### src/rtl/cnt10_ctrl.sv
// cnt10_ctrl - control sequencer for the lab-board decimal counter.
//
// Takes the three raw active-low push buttons and the switch bank,
// synchronises and debounces the buttons, runs a run/pause/load/clear
// state machine and drives the counter with single-cycle command strobes.
// The counting-rate prescaler lives here so the counter itself runs on
// the undivided CLK_50 and only advances when CNT_EN is high.
//
// Parameters:
//   DIV_LEN   - CLK_50 cycles between CNT_EN strobes while running (>= 2)
//   DB_LEN    - consecutive differing samples needed to accept a new
//               button level (>= 1)
//   AUTO_STOP - 1: stop at terminal count instead of wrapping
//
// Ports:
//   CLK_50    in   system clock, 50 MHz
//   RST       in   synchronous reset, active-high
//   KEY[2:0]  in   raw buttons, active-low: 0=clear, 1=load, 2=start/pause
//   SW[3:0]   in   load value
//   CNT_COUT  in   counter terminal-count flag (count = 9)
//   CNT_EN    out  one-cycle advance strobe
//   CNT_LOAD  out  one-cycle load strobe
//   CNT_CLR   out  one-cycle clear strobe
//   LOAD_VAL  out  value to load, valid while CNT_LOAD=1 (0 otherwise)
//   STATE     out  FSM state: IDLE=00 RUN=01 PAUSE=10 LOAD=11
//   RUN_LED   out  high while STATE=RUN

module cnt10_ctrl #(
  parameter int unsigned DIV_LEN   = 50_000_000,
  parameter int unsigned DB_LEN    = 1_000_000,
  parameter bit          AUTO_STOP = 1'b0
) (
  input  logic       CLK_50,
  input  logic       RST,
  input  logic [2:0] KEY,
  input  logic [3:0] SW,
  input  logic       CNT_COUT,
  output logic       CNT_EN,
  output logic       CNT_LOAD,
  output logic       CNT_CLR,
  output logic [3:0] LOAD_VAL,
  output logic [1:0] STATE,
  output logic       RUN_LED
);

  localparam int DBW = (DB_LEN > 1) ? $clog2(DB_LEN) : 1;
  localparam int PW  = $clog2(DIV_LEN);
  localparam logic [DBW-1:0] DB_CNT_LAST = DBW'(DB_LEN - 1);
  localparam logic [PW-1:0]  PRESC_LAST  = PW'(DIV_LEN - 1);

  typedef enum logic [1:0] {
    IDLE  = 2'b00,
    RUN   = 2'b01,
    PAUSE = 2'b10,
    LOAD  = 2'b11
  } state_t;

  logic           clk_internal;
  logic [2:0]     sync1;
  logic [2:0]     sync2;
  logic [2:0]     stable;
  logic [2:0]     press;
  logic [DBW-1:0] db_cnt [3];

  state_t         state;
  logic           from_run;
  logic [PW-1:0]  presc;

  logic           cmd_clr;
  logic           cmd_load;
  logic           cmd_start;
  logic           tick;

  assign clk_internal = CLK_50;

  // Two-flop synchroniser followed by a per-key debouncer. The counter
  // tracks how many consecutive synchronised samples disagree with the
  // accepted level; on the DB_LEN-th such sample the level flips. A flip
  // from released (1) to pressed (0) raises PRESS for exactly one cycle.
  always_ff @(posedge clk_internal) begin
    if (RST) begin
      sync1  <= 3'b111;
      sync2  <= 3'b111;
      stable <= 3'b111;
      press  <= 3'b000;
      for (int i = 0; i < 3; i++) begin
        db_cnt[i] <= '0;
      end
    end else begin
      sync1 <= KEY;
      sync2 <= sync1;
      for (int i = 0; i < 3; i++) begin
        press[i] <= 1'b0;
        if (sync2[i] == stable[i]) begin
          db_cnt[i] <= '0;
        end else if (db_cnt[i] == DB_CNT_LAST) begin
          stable[i] <= ~stable[i];
          db_cnt[i] <= '0;
          press[i]  <= stable[i];
        end else begin
          db_cnt[i] <= db_cnt[i] + 1'b1;
        end
      end
    end
  end

  // Only one press acts per cycle: clear beats load beats start.
  assign cmd_clr   = press[0];
  assign cmd_load  = press[1] & ~press[0];
  assign cmd_start = press[2] & ~press[1] & ~press[0];
  assign tick      = (presc == PRESC_LAST);

  // Main sequencer. Strobes and LOAD_VAL default low every cycle so each
  // command is a single-cycle pulse and at most one strobe is ever high.
  // The prescaler only advances while staying in RUN; any other path
  // (including RUN -> LOAD -> RUN) resets it, so re-entering RUN always
  // waits a full interval before the first CNT_EN. RUN_LED is loaded with
  // the same decision as the next state so it tracks STATE exactly.
  always_ff @(posedge clk_internal) begin
    if (RST) begin
      state    <= IDLE;
      from_run <= 1'b0;
      presc    <= '0;
      CNT_EN   <= 1'b0;
      CNT_LOAD <= 1'b0;
      CNT_CLR  <= 1'b0;
      LOAD_VAL <= 4'd0;
      RUN_LED  <= 1'b0;
    end else begin
      CNT_EN   <= 1'b0;
      CNT_LOAD <= 1'b0;
      CNT_CLR  <= 1'b0;
      LOAD_VAL <= 4'd0;
      RUN_LED  <= 1'b0;
      presc    <= '0;
      case (state)
        IDLE, PAUSE: begin
          if (cmd_clr) begin
            CNT_CLR <= 1'b1;
            state   <= IDLE;
          end else if (cmd_load) begin
            CNT_LOAD <= 1'b1;
            LOAD_VAL <= (SW > 4'd9) ? 4'd9 : SW;
            from_run <= 1'b0;
            state    <= LOAD;
          end else if (cmd_start) begin
            RUN_LED <= 1'b1;
            state   <= RUN;
          end
        end
        RUN: begin
          if (cmd_clr) begin
            CNT_CLR <= 1'b1;
            state   <= IDLE;
          end else if (cmd_load) begin
            CNT_LOAD <= 1'b1;
            LOAD_VAL <= (SW > 4'd9) ? 4'd9 : SW;
            from_run <= 1'b1;
            state    <= LOAD;
          end else if (cmd_start) begin
            state <= PAUSE;
          end else if (tick) begin
            if (AUTO_STOP && CNT_COUT) begin
              state <= PAUSE;
            end else begin
              CNT_EN  <= 1'b1;
              RUN_LED <= 1'b1;
            end
          end else begin
            presc   <= presc + 1'b1;
            RUN_LED <= 1'b1;
          end
        end
        LOAD: begin
          if (from_run) begin
            RUN_LED <= 1'b1;
            state   <= RUN;
          end else begin
            state <= PAUSE;
          end
        end
        default: begin
          state <= IDLE;
        end
      endcase
    end
  end

  assign STATE = state;

endmodule

### config.mk
export PLATFORM = sky130hd
export DESIGN_NAME = cnt10_ctrl
export DESIGN_NICKNAME = d
export VERILOG_FILES = /design/src/rtl/cnt10_ctrl.sv
export SDC_FILE = /design/constraint.sdc
export NUM_CORES = 1
export LEC_CHECK = 0
export ABC_AREA = 1
export BUFFER_PORTS_ARGS = -buffer_cell sky130_fd_sc_hd__buf_2
export CAP_MARGIN = 5
export CORE_MARGIN = 1.5
export CORE_UTILIZATION = 60
export DETAILED_ROUTE_END_ITERATION = 8
export PLACE_DENSITY = 0.77
export SYNTH_ARGS = -nofsm -noshare
export SYNTH_HDL_FRONTEND = slang
export SYNTH_SLANG_ARGS = --single-unit
### constraint.sdc
create_clock -name CLK_50 -period 3.99 [get_ports CLK_50]
set_clock_uncertainty 0.15 [all_clocks]
set_input_delay 0.399 -clock CLK_50 [delete_from_list [all_inputs] [get_ports CLK_50]]
set_output_delay 0.399 -clock CLK_50 [all_outputs]
set_load 0.1 [all_outputs]
## Yosys cells after proc, flatten, opt, wreduce, memory -nomap -nowiden

Memory sizes are Yosys's and may differ from the RTL's.
Index checks and enable logic that the tools add are counted.

| storage, ports and cells | value |
|---|---|
| bits in registers | 49 |
| memory bits (writable) | 60 |
| input bits | 10 |
| output and inout port bits | 10 |
| word-level logic and storage cells | 152 |
| memories kept | 1 |

| operators by class | value |
|---|---|
| add/sub/neg operators | 4 |
| order comparisons | 1 |
| equal/unequal tests | 16 |
| mux-type cells | 69 |
| bitwise gates (word level) | 26 |
| reductions and logical operators | 18 |

Memory list:

| memory | depth | bits a word | read ports | clocked after Yosys merged registers in | write ports | line | RTL |
|---|---|---|---|---|---|---|---|
| db_cnt | 3 | 20 | 3 | 0 | 3 | 63 | `logic [DBW-1:0] db_cnt [3];` |

Operators with widths:

| kind | number |
|---|---|
| $mux W20 | 9 |
| $add A20 B1 Y20 const B | 3 |
| $eq A20 B20 Y1 const B | 3 |
| $mux W1 | 49 |
| $add A26 B1 Y26 const B | 1 |
| $eq A26 B26 Y1 const B | 1 |
| $reduce_or A3 Y1 | 5 |
| $mux W2 | 7 |
| $not A1 Y1 | 14 |
| $reduce_or A5 Y1 | 2 |
| $or A1 B1 Y1 | 9 |
| $ne A2 B2 Y1 const B | 4 |
| $ne A4 B4 Y1 const B | 2 |
| $reduce_and A2 Y1 | 4 |
| $pmux W2 S3 | 1 |
| $reduce_or A6 Y1 | 1 |
| $reduce_and A5 Y1 | 1 |
| $eq A2 B2 Y1 const B | 2 |
| $gt A4 B4 Y1 const B | 1 |
| $mux W4 | 1 |
| $reduce_or A2 Y1 | 2 |
| $reduce_or A4 Y1 | 1 |
| $and A1 B1 Y1 | 3 |
| $eq A1 B1 Y1 | 3 |
| 5 further kinds | 5 |

## Depth between registers and ports, before layout

| logic depth | value |
|---|---|
| word-level depth | 7 |
| mapped depth | 10 |
| mapped depth without buffers | 10 |

## Least setup slack after synthesis

OpenSTA, ideal clock, no wires.

| timing path | value |
|---|---|
| path kind | reg2reg |
| from | register state[0] (netlist: STATE[0]) |
| to | register presc[21] |
| arrival time | 1.879 ns |
| data required time | 3.770 ns |
| path slack | 1.891 ns |
| stages on the path, launching flop included | 8 |
| clock period less this slack | 2.099 ns |
| path through | dfxtp_1 inv_1 nor2_2 nand2_2 nor2_4 nand2_4 buf_6 a21oi_1 |

| on the way | value |
|---|---|
| word-level cells in the longest chain between the ends | 3 |

RTL lines:

| element | line | RTL |
|---|---|---|
| start: declaration | 65 | `state_t state;` |
| start signal: assignment | 121 | `state <= IDLE;` |
| start signal: assignment | 140 | `state <= IDLE;` |
| start signal: assignment | 145 | `state <= LOAD;` |
| $eq A2 B1 Y1 | 136 | `case (state)` |
| $not A1 Y1 (no source line) | -- |  |
| $reduce_or A6 Y1 (no source line) | -- |  |
| end signal: assignment | 170 | `presc <= presc + 1'b1;` |
| end: declaration | 67 | `logic [PW-1:0] presc;` |

Every way passes these cells.
A chain may end at the register's enable or synchronous reset.

==> reports/metrics.yaml <==
logic_synthesis:
  ys.flop_type: "sky130_fd_sc_hd__edfxtp_1"
  yosys-top-cells-area: "sky130_fd_sc_hd__edfxtp_1 (30%), sky130_fd_sc_hd__dfxtp_1 (17%), sky130_fd_sc_hd__nand2_1 (12%)"
  synth.avg_cell_area_um2: 7.72
  combinational_family_with_the_most_area_after_synthesis: "simple AND/OR/NAND/NOR gates"
  synth_seq_area_share_pct: 46.9
  fraction_of_the_mapped_netlist_area_in_adder_cells_pct: 0.844
  synthesis.area_mm2: 0.00593
  postSynthCellCount: 768
  synth-compound-area-share_pct: 4.09
  synth_area_in_xor_xnor_pct: 6.20
  synth_top_cell_area_share_pct: 30.4
  synth_top_cell_by_area: "sky130_fd_sc_hd__edfxtp_1"
  synth_edf_count: 60
  synth.yosys.warnings: 0
  synth_seq_cells: 109
  yosys.area_share.simple_pct: 36.1
  yosys.cell_types.count: 33
  yosys-mux-area-fraction_pct: 0
  synthArstFlopShare_pct: 0
clocking:
  number_of_buffers_inserted_to_repair_setup_after_cts: 0
  clock_latency_on_the_worst_skew_pair_ns: 0.39
  numCtsBuffers: 9
  clk_transition_reported_paths_ns: 0.10
  cts-htree-levels: 3
  clock_tree_from_tritoncts: "done"
  number_of_resized_instances_in_the_post_cts_repair_step: 0
  cts.sinks: 109
  cts-root-to-sink-buffers: 2
  clock-root-buffer: "sky130_fd_sc_hd__clkbuf_8"
  ctsHoldBuffers: 0
timing:
  max-slew-margin-rel_pct: 54.6
  setup_violations: 0
  final.setup.tns_ns: 0
  worst_slew_pin_slew_ns: 0.679
  peak_freq_mhz: 437
  final_max_slew_viol_count: 0
  hold_slack_ns: 0.0398
  rsz_0062_raised_after_global_routing: "no"
  finalHoldViolCount: 0
  final_min_period_over_clock_period_pct: 57.4
  timing.final.crit_period_ns: 2.29
hold_path:
  worst_hold_class: "primary input to flop"
setup_path:
  startpoint_class: "flop"
  cp_max_fo: 20
  data_arrival_time_at_the_worst_slack_endpoint_ns: 2.26
  worst-setup-path-type: "flop to flop"
  category_of_the_worst_setup_path_capture_point: "flop"
  timing.critical_path.required_ns: 3.96
drt:
  routed_via_density: 4.96
  drt_drc: 0
  drt_wirelength_um: 11200
  routedWlPerCell_um: 11.4
  drt_iter0_drc: 185
  dr.pass1.iters: 5
  route.vias.total: 4886
  ant_nets: 0
power_and_ir_drop:
  cellPowerDensity_mw_per_mm2: 316
  power.static_leakage_nw: 2.40
  ir_drop_uv: 223
  power_mw: 2.07
placement:
  dp_hpwl_um: 8420
  numPlacedInstances: 969
  post_dp_cell_area_mm2: 0.00632
  portBuffers: 18
  gpl.final_weighted_congestion: 0.882
global_routing:
  grt_pass1_vias: 4605
  grt_antenna_before_repair: 0
  grt.overflow.total: 0
  grt_util_all_layers_pct: 22.9
  grt_start_max_net_pins: 26
  global_route_wire_length_before_repair_um: 19100
final_layout:
  nNetsFinal: 861
  multiInputGateArea_mm2: 0.00303
  final_layout_size_suffix_gt1_share_pct: 9.27
  stdcell_count: 985
  n_antenna_cell: 0
  fillCellCount: 812
  final_design_area_no_fill_mm2: 0.00655
  regArea_mm2: 0.00278
  layout-area-overhead-vs-synth_pct: 10.4
run_status:
  status: "completed"
floorplanning:
  io_pins: 20
  rows: 36
  fp.dieW_um: 102
  area_enclosed_by_the_die_boundary_mm2: 0.0105
  die_y_um: 102
  floorplan.initialDensity_pct: 61.3
  placeableCoreArea_mm2: 0.00968
run:
  timing.max_cap.violations: 0
-- per-layer routing --
metal	vias up	global-route usage (%)	share of wire, %
li1	2538	-	-
met1	2246	28.5	46
met2	83	39.3	48
met3	19	3.76	3.3
met4	0	10.3	2.0
met5	-	0	0
-- critical path, stage by stage (launching register included) --
cell	delay, ns
sky130_fd_sc_hd__edfxtp_1	0.39
sky130_fd_sc_hd__ha_1	0.29
sky130_fd_sc_hd__nand3_2	0.16
sky130_fd_sc_hd__nor3_2	0.19
sky130_fd_sc_hd__nand3_1	0.17
sky130_fd_sc_hd__nand2_1	0.54
sky130_fd_sc_hd__nor2_1	0.13
-- layout make-up --
cell class              instances  area share, %
repair buffers                 18           1.38
flip-flops and latches        109           42.5
inverters                      68           3.90
clock inverters                 4          0.764
multi-input cells             641           46.2
clock buffers                  12           2.69
well taps                     133           2.54
-- logic make-up after synthesis --
logic type	Yosys count
flops	109
simple gates	493
compound gates	42
other cells	1
buf+inv	77
xor+xnor	42
fa+ha+maj	4
-- metrics by stage --
| step | utilization [%] | setup WS (ns) |
|---|---|---|
| after floorplan | - | 1.89 |
| after CTS | 67.6 | 1.69 |
| after detailed placement | 65.3 | 1.72 |
| final | 67.6 | 1.70 |
| after global placement | 65.3 | 1.81 |
| after global routing | 67.6 | 1.53 |
-- cells in the mapped netlist (2+ instances only) --
library cell,number
sky130_fd_sc_hd__nand2_1,196
sky130_fd_sc_hd__nor2_1,181
sky130_fd_sc_hd__inv_1,68
sky130_fd_sc_hd__edfxtp_1,60
sky130_fd_sc_hd__nand3_1,54
sky130_fd_sc_hd__dfxtp_1,49
sky130_fd_sc_hd__a21oi_1,25
sky130_fd_sc_hd__xnor2_1,23
sky130_fd_sc_hd__xor2_1,19
sky130_fd_sc_hd__nand4_1,13
sky130_fd_sc_hd__or2_2,11
sky130_fd_sc_hd__a21oi_2,7
sky130_fd_sc_hd__nor2_2,7
sky130_fd_sc_hd__o21ai_0,7
sky130_fd_sc_hd__nand2_2,5
sky130_fd_sc_hd__nand3_2,5
sky130_fd_sc_hd__nor2_4,5
sky130_fd_sc_hd__ha_1,4
sky130_fd_sc_hd__or2_0,4
sky130_fd_sc_hd__buf_4,3
sky130_fd_sc_hd__buf_6,3
sky130_fd_sc_hd__nor3_2,3
sky130_fd_sc_hd__buf_2,2
sky130_fd_sc_hd__nand3b_1,2
sky130_fd_sc_hd__nor3_1,2
sky130_fd_sc_hd__o21bai_1,2
sky130_fd_sc_hd__or2_1,2
-- flip-flops by register name, summed over array words and instances (netlist names) --
register	flops
CNT_CLR	1
CNT_EN	1
CNT_LOAD	1
LOAD_VAL	4
RUN_LED	1
STATE	2
db_cnt	60
from_run	1
presc	26
press	3
stable	3
sync1	3
sync2	3
-- path summary, 6_finish.rpt --
check | from | slack [ns] | to | cells past startpoint
max | db_cnt[0][1] | 1.70 | db_cnt[0][11] | 6
max reg2reg | db_cnt[0][1] | 1.70 | db_cnt[0][11] | 6
min reg2reg | sync1[0] | 0.27 | sync2[0] | 1
min | KEY[1] | 0.04 | sync1[1] | 2
-- placed cells by master, fill, tap and decap left out, types with 11 or more instances in the layout --
cell | Yosys | final
sky130_fd_sc_hd__nand4_1 | 13 | 13
sky130_fd_sc_hd__nor2_1 | 181 | 181
sky130_fd_sc_hd__a21oi_1 | 25 | 25
sky130_fd_sc_hd__nand3_1 | 54 | 54
sky130_fd_sc_hd__dfxtp_1 | 49 | 49
sky130_fd_sc_hd__conb_1 | 1 | 60
sky130_fd_sc_hd__edfxtp_1 | 60 | 60
sky130_fd_sc_hd__nand2_1 | 196 | 196
sky130_fd_sc_hd__clkbuf_8 | 0 | 11
sky130_fd_sc_hd__xnor2_1 | 23 | 23
sky130_fd_sc_hd__inv_1 | 68 | 68
sky130_fd_sc_hd__or2_2 | 11 | 11
sky130_fd_sc_hd__xor2_1 | 19 | 19
sky130_fd_sc_hd__buf_2 | 2 | 18
-- where the power goes --
part | total, mW | leakage (nW) | internal, mW | switching [mW]
Combinational | 0.0766 | 1.26 | 0.0269 | 0.0497
Clock | 0.748 | 0.118 | 0.364 | 0.384
Sequential | 1.24 | 1.02 | 1.21 | 0.0311
Total | 2.07 | 2.40 | 1.60 | 0.465
Power figures use the tool's default switching activity.
